--- src/rtl/fetch_stage.sv ---
// Instruction-fetch stage with IF/ID pipeline register; owns the PC and the imem req/ack port.
// Latency: zero-wait ack reaches IF/ID on the next edge, so back-to-back fetches give 1 instr/cycle.
// Backpressure: Stall freezes PC and IF/ID, and an acked word is parked in a one-entry buffer.
// Optional build macro FETCH_PERF_CNT_EN adds the stall_cycles / bubble_cycles counters.
module fetch_stage #(
  parameter int            WL       = 32,
  parameter logic [WL-1:0] RESET_PC = '0
) (
  input  logic          clk,
  input  logic          rst_n,
  input  logic          Stall,
  input  logic          PCSrcD,
  input  logic [WL-1:0] PCBranchD,
  output logic          imem_req,
  output logic [WL-1:0] imem_addr,
  input  logic          imem_ack,
  input  logic [WL-1:0] imem_rdata,
  output logic [WL-1:0] InstrD,
  output logic [WL-1:0] PCPlus4D,
  output logic          ValidD
`ifdef FETCH_PERF_CNT_EN
  ,
  output logic [31:0]   stall_cycles,
  output logic [31:0]   bubble_cycles
`endif
);

  localparam logic [WL-1:0] FOUR = WL'(4);
  localparam logic [WL-1:0] LOW2 = WL'(3);

  typedef enum logic [1:0] {
    BOOT  = 2'd0,
    FETCH = 2'd1,
    HOLD  = 2'd2,
    DRAIN = 2'd3
  } state_e;

  state_e        state_q, state_d;
  logic [WL-1:0] pc_q, pc_d;
  logic [WL-1:0] stale_q, stale_d;   // address of the abandoned request while draining
  logic [WL-1:0] buf_q, buf_d;       // instruction acked while stalled
  logic [WL-1:0] if_instr_q, if_instr_d;
  logic [WL-1:0] if_pcp4_q, if_pcp4_d;
  logic          if_valid_q, if_valid_d;

  logic          redirect;
  logic          avail;
  logic          bubble_load;
  logic [WL-1:0] target;
  logic [WL-1:0] pc_plus4;
  logic [WL-1:0] next_instr;

  // Memory port is decoded from registered state only, never from imem_ack.
  always_comb begin
    imem_req  = (state_q == FETCH) || (state_q == DRAIN);
    imem_addr = (state_q == DRAIN) ? stale_q : pc_q;
  end

  // Next-state, PC and IF/ID update; priority is Stall > redirect > normal fetch.
  always_comb begin
    state_d     = state_q;
    pc_d        = pc_q;
    stale_d     = stale_q;
    buf_d       = buf_q;
    if_instr_d  = if_instr_q;
    if_pcp4_d   = if_pcp4_q;
    if_valid_d  = if_valid_q;
    bubble_load = 1'b0;

    redirect   = PCSrcD & ~Stall;
    avail      = ((state_q == FETCH) && imem_ack) || (state_q == HOLD);
    target     = PCBranchD & ~LOW2;
    pc_plus4   = pc_q + FOUR;
    next_instr = (state_q == HOLD) ? buf_q : imem_rdata;

    if (Stall) begin
      case (state_q)
        BOOT:  state_d = FETCH;
        FETCH: begin
          if (imem_ack) begin
            buf_d   = imem_rdata;
            state_d = HOLD;
          end
        end
        HOLD:  state_d = HOLD;
        DRAIN: if (imem_ack) state_d = FETCH;
        default: state_d = BOOT;
      endcase
    end else if (redirect) begin
      pc_d        = target;
      bubble_load = 1'b1;
      case (state_q)
        FETCH: begin
          if (!imem_ack) begin
            // The in-flight request must finish at its original address.
            stale_d = pc_q;
            state_d = DRAIN;
          end else begin
            state_d = FETCH;
          end
        end
        DRAIN:   state_d = imem_ack ? FETCH : DRAIN;
        default: state_d = FETCH;
      endcase
    end else if (avail) begin
      if_instr_d = next_instr;
      if_pcp4_d  = pc_plus4;
      if_valid_d = 1'b1;
      pc_d       = pc_plus4;
      state_d    = FETCH;
    end else begin
      bubble_load = 1'b1;
      if ((state_q == BOOT) || ((state_q == DRAIN) && imem_ack)) begin
        state_d = FETCH;
      end
    end

    if (bubble_load) begin
      if_instr_d = '0;
      if_valid_d = 1'b0;
    end
  end

  // State, PC, buffer and IF/ID registers.
  always_ff @(posedge clk or negedge rst_n) begin
    if (!rst_n) begin
      state_q    <= BOOT;
      pc_q       <= RESET_PC;
      stale_q    <= '0;
      buf_q      <= '0;
      if_instr_q <= '0;
      if_pcp4_q  <= '0;
      if_valid_q <= 1'b0;
    end else begin
      state_q    <= state_d;
      pc_q       <= pc_d;
      stale_q    <= stale_d;
      buf_q      <= buf_d;
      if_instr_q <= if_instr_d;
      if_pcp4_q  <= if_pcp4_d;
      if_valid_q <= if_valid_d;
    end
  end

  assign InstrD   = if_instr_q;
  assign PCPlus4D = if_pcp4_q;
  assign ValidD   = if_valid_q;

`ifdef FETCH_PERF_CNT_EN
  logic [31:0] stall_cnt_q, stall_cnt_d;
  logic [31:0] bubble_cnt_q, bubble_cnt_d;

  // Saturating event counters for stall cycles and bubble loads.
  always_comb begin
    stall_cnt_d  = stall_cnt_q;
    bubble_cnt_d = bubble_cnt_q;
    if (Stall && (stall_cnt_q != 32'hFFFF_FFFF)) begin
      stall_cnt_d = stall_cnt_q + 32'd1;
    end
    if (bubble_load && (bubble_cnt_q != 32'hFFFF_FFFF)) begin
      bubble_cnt_d = bubble_cnt_q + 32'd1;
    end
  end

  // Counter registers.
  always_ff @(posedge clk or negedge rst_n) begin
    if (!rst_n) begin
      stall_cnt_q  <= '0;
      bubble_cnt_q <= '0;
    end else begin
      stall_cnt_q  <= stall_cnt_d;
      bubble_cnt_q <= bubble_cnt_d;
    end
  end

  assign stall_cycles  = stall_cnt_q;
  assign bubble_cycles = bubble_cnt_q;
`endif

endmodule
--- config.mk ---
export PLATFORM = sky130hd
export DESIGN_NAME = fetch_stage
export DESIGN_NICKNAME = d
export VERILOG_FILES = /design/src/rtl/fetch_stage.sv
export SDC_FILE = /design/constraint.sdc
export NUM_CORES = 1
export LEC_CHECK = 0
export BUFFER_PORTS_ARGS = -buffer_cell sky130_fd_sc_hd__buf_2
export CORE_AREA = 2 2 145 147
export DETAILED_ROUTE_END_ITERATION = 6
export DIE_AREA = 0 0 147 149
export GPL_ROUTABILITY_DRIVEN = 0
export PLACE_DENSITY_LB_ADDON = 0.15
export SKIP_CTS_REPAIR_TIMING = 1
export SYNTH_ARGS = -nofsm -noshare
export SYNTH_HDL_FRONTEND = slang
export SYNTH_SLANG_ARGS = --single-unit
--- constraint.sdc ---
create_clock -name clk -period 1.85 [get_ports clk]
set_input_delay 0.185 -clock clk [delete_from_list [all_inputs] [get_ports clk]]
set_output_delay 0.185 -clock clk [all_outputs]
set_load 0.01 [all_outputs]
==> out/qor.csv <==
metric,value,unit
routed wl met3,1.306,mm
Vias per Instance,5.075,
required time of the critical path,1.66,ns
"Seq/Total Area, Yosys",0.5276,
vias post-DR,5943,
kind of capture point of the worst setup path,output port,
number of clock buffers inserted by TritonCTS,17,
metal2 WL,9.888,mm
Highest Signal Layer,met4,
fraction of registers with async set or reset after synthesis,1.000,
peak per-stage delay on the critical path,0.43,ns
starting density of the core,0.3623,
Final HPWL DP,13.72,mm
"share of synthesized cell area in full adder, half adder and majority cells",0.008401,
area share of xor/xnor cells in the synthesized design,0.03175,
fill cell instance count of the final layout,1922,
largest voltage drop on the vdd net,0.7399,mV
Layout Skew,0.007324,ns
overall die width,147,um
count of final hold-check violations,4,
final routed wirelength across all metal layers,20.48,mm
maximum level of the CTS H-tree,4,
final number of setup-violating endpoints,87,
combined area of the multi-input logic cells,0.003385,mm2
time the worst path needs with I/O delays and setup,1.951,ns
count of mapped cells out of synthesis,670,
Post-Synth Simple-Gate Area,0.1132,
grt total ovfl,0,
share of final-layout standard cells stronger than drive strength 1,0.4262,
overall power consumption,15460,uW
count of nets left with antenna violations after detail routing,0,
Die ar.,0.02190,mm2
clk root buf,sky130_fd_sc_hd__clkbuf_16,
top fanout value on the critical path,17,
synth top area cells,"sky130_fd_sc_hd__dfrtp_1 (53%), sky130_fd_sc_hd__mux2_2 (13%), sky130_fd_sc_hd__o21ai_0 (5.4%), sky130_fd_sc_hd__nand2_1 (4.8%), sky130_fd_sc_hd__mux2i_1 (4.6%)",
top cell type by total area after synthesis,sky130_fd_sc_hd__dfrtp_1,
Rel. slew slack,0.5775,
area share of the largest cell type after synthesis,0.5276,
critical register-to-register path endpoint,state_q[0]$_DFFE_PN0P_,
CP bufs+invs,2,
violated checks,"negative hold slack, negative setup slack",
metal1 wirelength,8.934,mm
Critical Path Stages,4,
worst-margin pin slew,0.6304,ns
share of the core filled with cells in the final layout,0.4930,
Port Buf Inserts,160,
Mapped Area,0.007447,mm2
#FFs+latches synth,157,
Crit Path Category,reg2out,
unrepaired setup endpoints after global routing,true,
global-route wire length before repair,32.12,mm
Final Worst Setup Slack,-0.1005,ns
post-CTS clock slew at the launch and capture registers of the worst setup and hold paths,0.06,ns
category of the worst setup path launch point,register,
max-capacitance violation count,0,
CTS tree,done,
antenna violations before repair,2,
average cell area after synthesis,11.12,um2
cell row count,53,
Detailed Route Iter0 Violations,261,
area of the placeable core,0.02056,mm2
maximum number of pins on one net before global-route repair,51,
class of the worst hold path,in2reg,
number of enable flip-flop cells after synthesis,0,
via count of the first global-routing pass,6070,
hold-critical path endpoint,pc_q[11]$_DFFE_PN0P_,
worst hold path stage count,3,
ratio of total power to cell area,1526,mW/mm2
post-route DRC violation count,0,
Worst path slowest cell,sky130_fd_sc_hd__dfrtp_2,
crit path cell chain,ha_4 -> clkbuf_16 -> mux2_2 -> buf_2,
status,"complete, but fails checks",
final max-slew violation count,0,
largest family of logic cells by synthesized area,multiplexers,
drt wl/cell,17.49,um
Netlist cell types,48,
area grow syn2layout,36.09,%
number of top-level pins,167,
Reg2Reg Launch Point,state_q[0]$_DFFE_PN0P_,
clock tree sinks,157,
critical path data arrival time,1.77,ns
height of the chip,149,um
buffer depth of the longest clock path,2,
Hold Crit Start,PCBranchD[11],
maximum clock frequency,512.7,MHz
fin nets,955,
highest-count cells in the layout ignoring fill and taps,"sky130_fd_sc_hd__dfrtp_1 (155), sky130_fd_sc_hd__buf_2 (149), sky130_fd_sc_hd__nand2_1 (95)",
cell leakage power,0.004674,uW
DR pass1 iterations,5,
tightest hold margin,-0.005856,ns
fraction of the cycle the final worst path needs,1.054,
cell family contributing the most delay on the critical path,flip-flops,
register cell area after layout,0.003931,mm2
multiplexer fraction of the synthesized cell area,0.1803,
worst-case reg-to-reg path depth,6,
Post-synth top flop,sky130_fd_sc_hd__dfrtp_1,
number of warnings printed during yosys synthesis,0,
"most common cell after layout, fill and taps aside",sky130_fd_sc_hd__dfrtp_1,
total global-route track usage,0.1868,
clock latency on the worst-skew pair,0.43,ns
fraction of the mapped netlist area in compound gates,0.09963,
setup slack on the worst flop-to-flop path,-0.10,ns
logic make-up after synthesis:
family	Yosys count
xor+xnor	27
buf+inv	61
compound gates	126
fa+ha+maj	5
simple gates	170
flops	157
mux	123
other cells	1
how the worst max path moves through the flow:
stage | endpoint | from
global placement | PCPlus4D[19]$_DFFE_PN0P_ | state_q[0]$_DFFE_PN0P_
floorplan | PCPlus4D[10]$_DFFE_PN0P_ | state_q[0]$_DFFE_PN0P_
CTS | imem_addr[7] | state_q[0]$_DFFE_PN0P_
detailed placement | pc_q[19]$_DFFE_PN0P_ | state_q[0]$_DFFE_PN0P_
global route | pc_q[9]$_DFFE_PN0P_ | state_q[0]$_DFFE_PN0P_
finish | imem_addr[4] | state_q[1]$_DFFE_PN0P_
cells in the mapped netlist (3+ instances only):
master                       n
sky130_fd_sc_hd__dfrtp_1   157
sky130_fd_sc_hd__mux2_2     89
sky130_fd_sc_hd__buf_4       5
sky130_fd_sc_hd__nand2_1    96
sky130_fd_sc_hd__nor4_2      5
sky130_fd_sc_hd__nor2_1     14
sky130_fd_sc_hd__nand4_1     9
sky130_fd_sc_hd__o21ai_1     5
sky130_fd_sc_hd__xor2_1      8
sky130_fd_sc_hd__clkbuf_1   20
sky130_fd_sc_hd__o21ai_0    81
sky130_fd_sc_hd__a221o_1     8
sky130_fd_sc_hd__a21oi_1     7
sky130_fd_sc_hd__buf_2      19
sky130_fd_sc_hd__a22oi_1    15
sky130_fd_sc_hd__buf_1       7
sky130_fd_sc_hd__ha_1        5
sky130_fd_sc_hd__and4_1      3
sky130_fd_sc_hd__xnor2_1    19
sky130_fd_sc_hd__and2_1      3
sky130_fd_sc_hd__nand3_1    11
sky130_fd_sc_hd__mux2i_1    34
sky130_fd_sc_hd__inv_1       7
sky130_fd_sc_hd__nor3_1     13
registers in the layout, summed over array words and instances (netlist names):
signal / cells
state_q: 2
InstrD: 32
buf_q: 32
pc_q: 30
PCPlus4D: 30
stale_q: 30
ValidD: 1
where the power goes:
part           total, uW  switching, uW  internal, uW
combinational       5720           2740          2980
sequential          5510            775          4740
clock               4230           1470          2750
total              15500           4990         10500
tightest hold or removal path, stage by stage:
cell and delay [ns]:
sky130_fd_sc_hd__buf_2 0.08, sky130_fd_sc_hd__nand2_1 0.04, sky130_fd_sc_hd__o311ai_1 0.07
layer usage:
layer  track usage  vias up
met5             0        -
met4       0.05865        0
met3       0.05902       30
met2        0.3073      170
met1        0.2367     2968
li1              -     2775
layout make-up:
cell class,count,area share
clock inverter,13,0.02556
clock buffer,19,0.04469
multi-input combinational,455,0.3340
sequential,157,0.3879
inverter,7,0.002593
timing repair buffer,243,0.1709
antenna,2,0.0004938
tap,275,0.03395
through the flow:
stage	cells	cell area (um2)	setup WS, ns	TNS (ns)
6_report	1171	10130	-0.1005	-3.837
5_1_grt	1169	10130	-0.1774	-13.54
4_1_cts	1140	9641	-0.2251	-6.131
3_5_place_dp	1108	8929	-0.1627	-0.8923
3_3_place_gp	1108	8929	-0.08948	-0.3005
2_1_floorplan	673	7496	-0.02598	-0.5198
Note: power is estimated with default switching activity, not from simulation.
